--- src/rtl/mult_sched_pkg.sv ---
`default_nettype none
// ============================================================================
// mult_sched_pkg : shared types and widths for the multiplier scheduler
// Revision: 1.0
// ============================================================================
package mult_sched_pkg;

   localparam int NUM_REQ  = 2;
   localparam int DATA_W   = 8;
   localparam int RESULT_W = 16;

   typedef enum logic [1:0] {
      IDLE  = 2'd0,
      ISSUE = 2'd1,
      WAIT  = 2'd2,
      RESP  = 2'd3
   } state_t;

endpackage
`default_nettype wire

--- src/rtl/rr_arbiter_2.sv ---
`default_nettype none
// ============================================================================
// rr_arbiter_2 : two-way round-robin grant; ptr_i names the last winner
// Revision: 1.0
// ============================================================================
module rr_arbiter_2
   import mult_sched_pkg::*;
(
   input  logic [NUM_REQ-1:0] valid_i,
   input  logic               ptr_i,
   output logic [NUM_REQ-1:0] grant_o
);

   always_comb begin
      grant_o = '0;
      case (valid_i)
         2'b01:   grant_o = 2'b01;
         2'b10:   grant_o = 2'b10;
         // On a tie the requester that did not win last time goes first
         2'b11:   grant_o = ptr_i ? 2'b01 : 2'b10;
         default: grant_o = 2'b00;
      endcase
   end

endmodule
`default_nettype wire

--- src/rtl/mult_scheduler.sv ---
`default_nettype none
// ============================================================================
// mult_scheduler : shares one multi-cycle multiplier between two requesters
// Revision: 1.0
// ============================================================================
module mult_scheduler
   import mult_sched_pkg::*;
#(
   parameter int TIMEOUT_CYCLES = 40
)
(
   input  logic                        clk,
   input  logic                        rst_n,
   input  logic [NUM_REQ-1:0]          req_valid,
   output logic [NUM_REQ-1:0]          req_ready,
   input  logic [NUM_REQ*DATA_W-1:0]   req_a,
   input  logic [NUM_REQ*DATA_W-1:0]   req_b,
   output logic                        rsp_valid,
   input  logic                        rsp_ready,
   output logic                        rsp_id,
   output logic [RESULT_W-1:0]         rsp_result,
   output logic                        rsp_err,
   output logic                        mul_start,
   output logic [DATA_W-1:0]           mul_a,
   output logic [DATA_W-1:0]           mul_b,
   input  logic [RESULT_W-1:0]         mul_result,
   input  logic                        mul_done,
   output logic                        busy
);

   localparam int                CNT_W    = (TIMEOUT_CYCLES > 1) ? $clog2(TIMEOUT_CYCLES) : 1;
   localparam logic [CNT_W-1:0]  CNT_LAST = CNT_W'(TIMEOUT_CYCLES - 1);

   state_t                state_q, state_d;
   logic                  ptr_q, ptr_d;
   logic                  id_q, id_d;
   logic [DATA_W-1:0]     a_q, a_d;
   logic [DATA_W-1:0]     b_q, b_d;
   logic [RESULT_W-1:0]   res_q, res_d;
   logic                  err_q, err_d;
   logic [CNT_W-1:0]      cnt_q, cnt_d;

   logic [NUM_REQ-1:0]    w_grant;
   logic                  w_sel;

   rr_arbiter_2 u_arb (
      .valid_i (req_valid),
      .ptr_i   (ptr_q),
      .grant_o (w_grant)
   );

   assign w_sel = w_grant[1];

   always_ff @(posedge clk or negedge rst_n) begin
      if (!rst_n) begin
         state_q <= IDLE;
         ptr_q   <= 1'b1;
         id_q    <= 1'b0;
         a_q     <= '0;
         b_q     <= '0;
         res_q   <= '0;
         err_q   <= 1'b0;
         cnt_q   <= '0;
      end else begin
         state_q <= state_d;
         ptr_q   <= ptr_d;
         id_q    <= id_d;
         a_q     <= a_d;
         b_q     <= b_d;
         res_q   <= res_d;
         err_q   <= err_d;
         cnt_q   <= cnt_d;
      end
   end

   always_comb begin
      state_d   = state_q;
      ptr_d     = ptr_q;
      id_d      = id_q;
      a_d       = a_q;
      b_d       = b_q;
      res_d     = res_q;
      err_d     = err_q;
      cnt_d     = cnt_q;
      req_ready = '0;

      case (state_q)
         IDLE: begin
            // Gated with rst_n so every output reads zero while reset is held
            req_ready = rst_n ? w_grant : '0;
            if (rst_n && |(req_valid & w_grant)) begin
               ptr_d   = w_sel;
               id_d    = w_sel;
               a_d     = w_sel ? req_a[2*DATA_W-1:DATA_W] : req_a[DATA_W-1:0];
               b_d     = w_sel ? req_b[2*DATA_W-1:DATA_W] : req_b[DATA_W-1:0];
               state_d = ISSUE;
            end
         end

         ISSUE: begin
            cnt_d   = '0;
            state_d = WAIT;
         end

         WAIT: begin
            // Completion takes priority over a simultaneous timeout
            if (mul_done) begin
               res_d   = mul_result;
               err_d   = 1'b0;
               state_d = RESP;
            end else if (cnt_q == CNT_LAST) begin
               res_d   = '0;
               err_d   = 1'b1;
               state_d = RESP;
            end else begin
               cnt_d = cnt_q + CNT_W'(1);
            end
         end

         RESP: begin
            if (rsp_ready) begin
               state_d = IDLE;
            end
         end

         default: state_d = IDLE;
      endcase
   end

   assign mul_start  = (state_q == ISSUE);
   assign mul_a      = a_q;
   assign mul_b      = b_q;
   assign rsp_valid  = (state_q == RESP);
   assign rsp_id     = id_q;
   assign rsp_result = res_q;
   assign rsp_err    = err_q;
   assign busy       = (state_q != IDLE);

   a_ready_onehot : assert property (@(posedge clk) disable iff (!rst_n) $onehot0(req_ready));
   a_ready_idle   : assert property (@(posedge clk) disable iff (!rst_n) busy |-> (req_ready == '0));

endmodule
`default_nettype wire

--- config.mk ---
export PLATFORM = sky130hd
export DESIGN_NAME = mult_scheduler
export DESIGN_NICKNAME = d
export VERILOG_FILES = /design/src/rtl/mult_sched_pkg.sv /design/src/rtl/rr_arbiter_2.sv /design/src/rtl/mult_scheduler.sv
export SDC_FILE = /design/constraint.sdc
export NUM_CORES = 1
export LEC_CHECK = 0
export BUFFER_PORTS_ARGS = -buffer_cell sky130_fd_sc_hd__buf_4
export CORE_MARGIN = 8
export CORE_UTILIZATION = 39
export DETAILED_ROUTE_END_ITERATION = 12
export PLACE_DENSITY_LB_ADDON = 0.12
export SYNTH_ARGS = -nofsm -noshare
export SYNTH_HDL_FRONTEND = slang
export SYNTH_SLANG_ARGS = --single-unit
--- constraint.sdc ---
create_clock -name clk -period 2.4 [get_ports clk]
set_input_delay 0.24 -clock clk [delete_from_list [all_inputs] [get_ports clk]]
set_output_delay 0.24 -clock clk [all_outputs]
set_load 0.01 [all_outputs]
==> impl_metrics.yaml <==
critical_path:
  critical_path.endpoint_type: "primary output"
  r2r_start: "state_q[0]"
  ff2ff_path_depth: 6
  r2r_slack_ns: 0.54
  path_class: "input pin to primary output"
  r2r-end: "rsp_result[8]"
  cp.arrival_ns: 1.76
  start_kind: "input pin"
  crit_required_ns: 2.16
  path_max_fanout: 35
layout:
  layout.nets: 359
  layout_common_cells: "buf_4 (96), nand2_1 (51), dfrtp_1 (42)"
  fin_util_pct: 57.0
  layout_commonest_cell: "buf_4"
  fillCellCount: 491
  antennaDiodeCount: 0
  multi_input_area_sq_um: 903
  drive_gt1_share_pct: 37.9
  post-route-cell-area_sq_um: 2930
  syn_to_final_growth_pct: 40.8
  layout.area.seq_sq_um: 1080
yosys:
  synth.distinct_cells: 39
  avgSynthCellArea_sq_um: 10.1
  syn-num-nets: 265
  synthArstFlopShare_pct: 100
  syn-instance-count: 206
  yosysTopAreaCell: "dfrtp_1"
  yosys.area.top_type_share_pct: 50.5
  synth_edf_count: 0
  ys_warn_count: 0
  netlist_area_sq_um: 2080
  ys_seq_elements: 43
  synth_area_leaders: "dfrtp_1 (50%), nand2_1 (9.2%), mux2i_1 (8.2%)"
  yosys_most_used_dff: "dfrtp_1"
  seq_area_frac_synth_pct: 51.7
timing:
  fin_crit_sh_pct: 83.2
  clock_skew_ns: 0.0127
  rsz0062_at_grt: "no"
  slew_headroom_pct: 55.1
  worstMarginPinSlew_ns: 0.671
  hold_viol_final: 0
  max_freq_mhz: 501
  setup_viol: 0
  layout_min_cycle_time_ns: 2.00
  report.final.slew_viol_count: 0
  timing.hold.ws_ns: 0.145
  tns_ns: 0
floorplan:
  io_pins: 93
  row_count: 26
  dieHeight_microns: 89.1
  start_util_pct: 40.5
  die_width_microns: 89.1
  dieArea_sq_um: 7930
  core_area_sq_um: 5140
route:
  ant_nets: 0
  vias: 1754
  drc: 0
  wl_per_cell_microns: 14.7
  drt_iter0_drc: 22
  wl_microns: 5450
  vias_per_cell: 4.73
  firstDrtPassIters: 4
global_routing:
  grt_max_degree: 36
  overflow: 0
  grt_pass1_vias: 1791
  grt_pass1_wl_microns: 8670
  antenna_found_initial: 0
  grtUsageTotal_pct: 13.9
pwr:
  p_leak_uw: 0.00151
  ir_worst_vdd_v: 0.000587
  powerDensity_nw_per_um2: 1070
clocking:
  clk_path_buf_depth: 2
  cts_inserted_buffers: 5
  cts_tree: "built"
  clk_pin_slew_worst_paths_ns: 0.09
  htreeDepth: 2
  clk_latency_ns: 0.29
  cts_resized: 0
  cts_root_buffer: "clkbuf_8"
  clock_sinks: 43
  cts_setup_buffers: 0
flow_run:
  cap_violations: 0
outcome:
  outcome: "finished clean"
placement:
  port_buffers: 92
  hpwl_microns: 4140
  post_dp_cell_area_sq_um: 2820
  gp_congestion: 0.794
min_path:
  hold_depth: 3
  min_from: "mul_result[14]"
  hold_path_end: "rsp_result[14]"
  hold_path.class: "input pin to register"
[through the flow]
stage / total power (uW) / worst slack, ns / std cells
finish: 3140 / 0.404 / 371
global route: 3390 / 0.258 / 371
CTS: 3200 / 0.371 / 371
detailed placement: 2630 / 0.533 / 362
global placement: 2610 / 0.598 / 362
floorplan: 1960 / 0.942 / 206
[registers in the layout, summed over array words and instances, names as in the netlist]
signal and cells:
rsp_id 1, cnt_q 6, rsp_err 1, mul_a 8, ptr_q 1, mul_b 8
rsp_result 16, state_q 2
[where the power goes]
group	switching (uW)	leakage [uW]	internal [uW]	total, uW
clock	237	0.0000524	312	549
sequential	171	0.000544	1030	1200
combinational	717	0.000916	676	1390
[timing repair]
item / 4_1_cts / 5_1_grt
hold endpoints to repair: 20 / 0
hold buffers: 1 / 0
endpoints found under the setup margin: 0 / 0
[worst max path at each step]
| stage | to | depth (start not counted) | from | slack, ns |
|---|---|---|---|---|
| finish | req_ready[0] | 6 | rst_n | 0.40 |
| global route | req_ready[0] | 6 | rst_n | 0.26 |
| CTS | req_ready[0] | 6 | rst_n | 0.37 |
| detailed placement | rsp_result[0] | 6 | state_q[0] | 0.53 |
| global placement | rsp_result[14] | 6 | state_q[0] | 0.60 |
| floorplan | cnt_q[4] | 7 | state_q[0] | 0.94 |
[cells by family (layout without fill, tap and decap cells)]
| kind of cell | Yosys count | after routing | synth area share [%] |
|---|---|---|---|
| AOI/OAI and AO/OA | 50 | 50 | 15.0 |
| xor gates and xnor gates | 1 | 1 | 0.421 |
| adders and majority gates | 5 | 5 | 3.00 |
| buffers and inverters | 17 | 112 | 4.87 |
| DFF | 43 | 43 | 51.7 |
| muxes | 18 | 18 | 8.89 |
| and+or+nand+nor | 72 | 72 | 16.1 |
[critical path, cell delays in order]
cell	delay, ns
dlygate4sd3_1	0.55
buf_4	0.31
o211ai_2	0.15
buf_4	0.25
nor2_1	0.12
buf_4	0.13
[final cells by class]
class                      instances  area share (%)
tap                               70            2.99
timing repair buffer              97            24.9
inverter                           7           0.896
clock inverter                     1            1.02
sequential                        43            36.7
multi-input combinational        146            30.8
clock buffer                       7            2.60
[routing by layer]
layer  vias up  share of wire [%]  GRT usage, %
met3         4                8.7          4.50
met5         -                  0             0
met1       807                 42          16.6
li1        887                  -             -
met2        56                 49          23.5
met4         0               0.40          3.63
[cell usage after synthesis, drive strengths merged (4+ instances only)]
library cell / number
a21oi: 4
buf: 7
dfrtp: 42
ha: 5
inv: 7
mux2i: 17
nand2: 51
nand3: 5
nor2: 4
nor2b: 4
o21ai: 35
No activity file was read; power rests on OpenSTA's default activity.
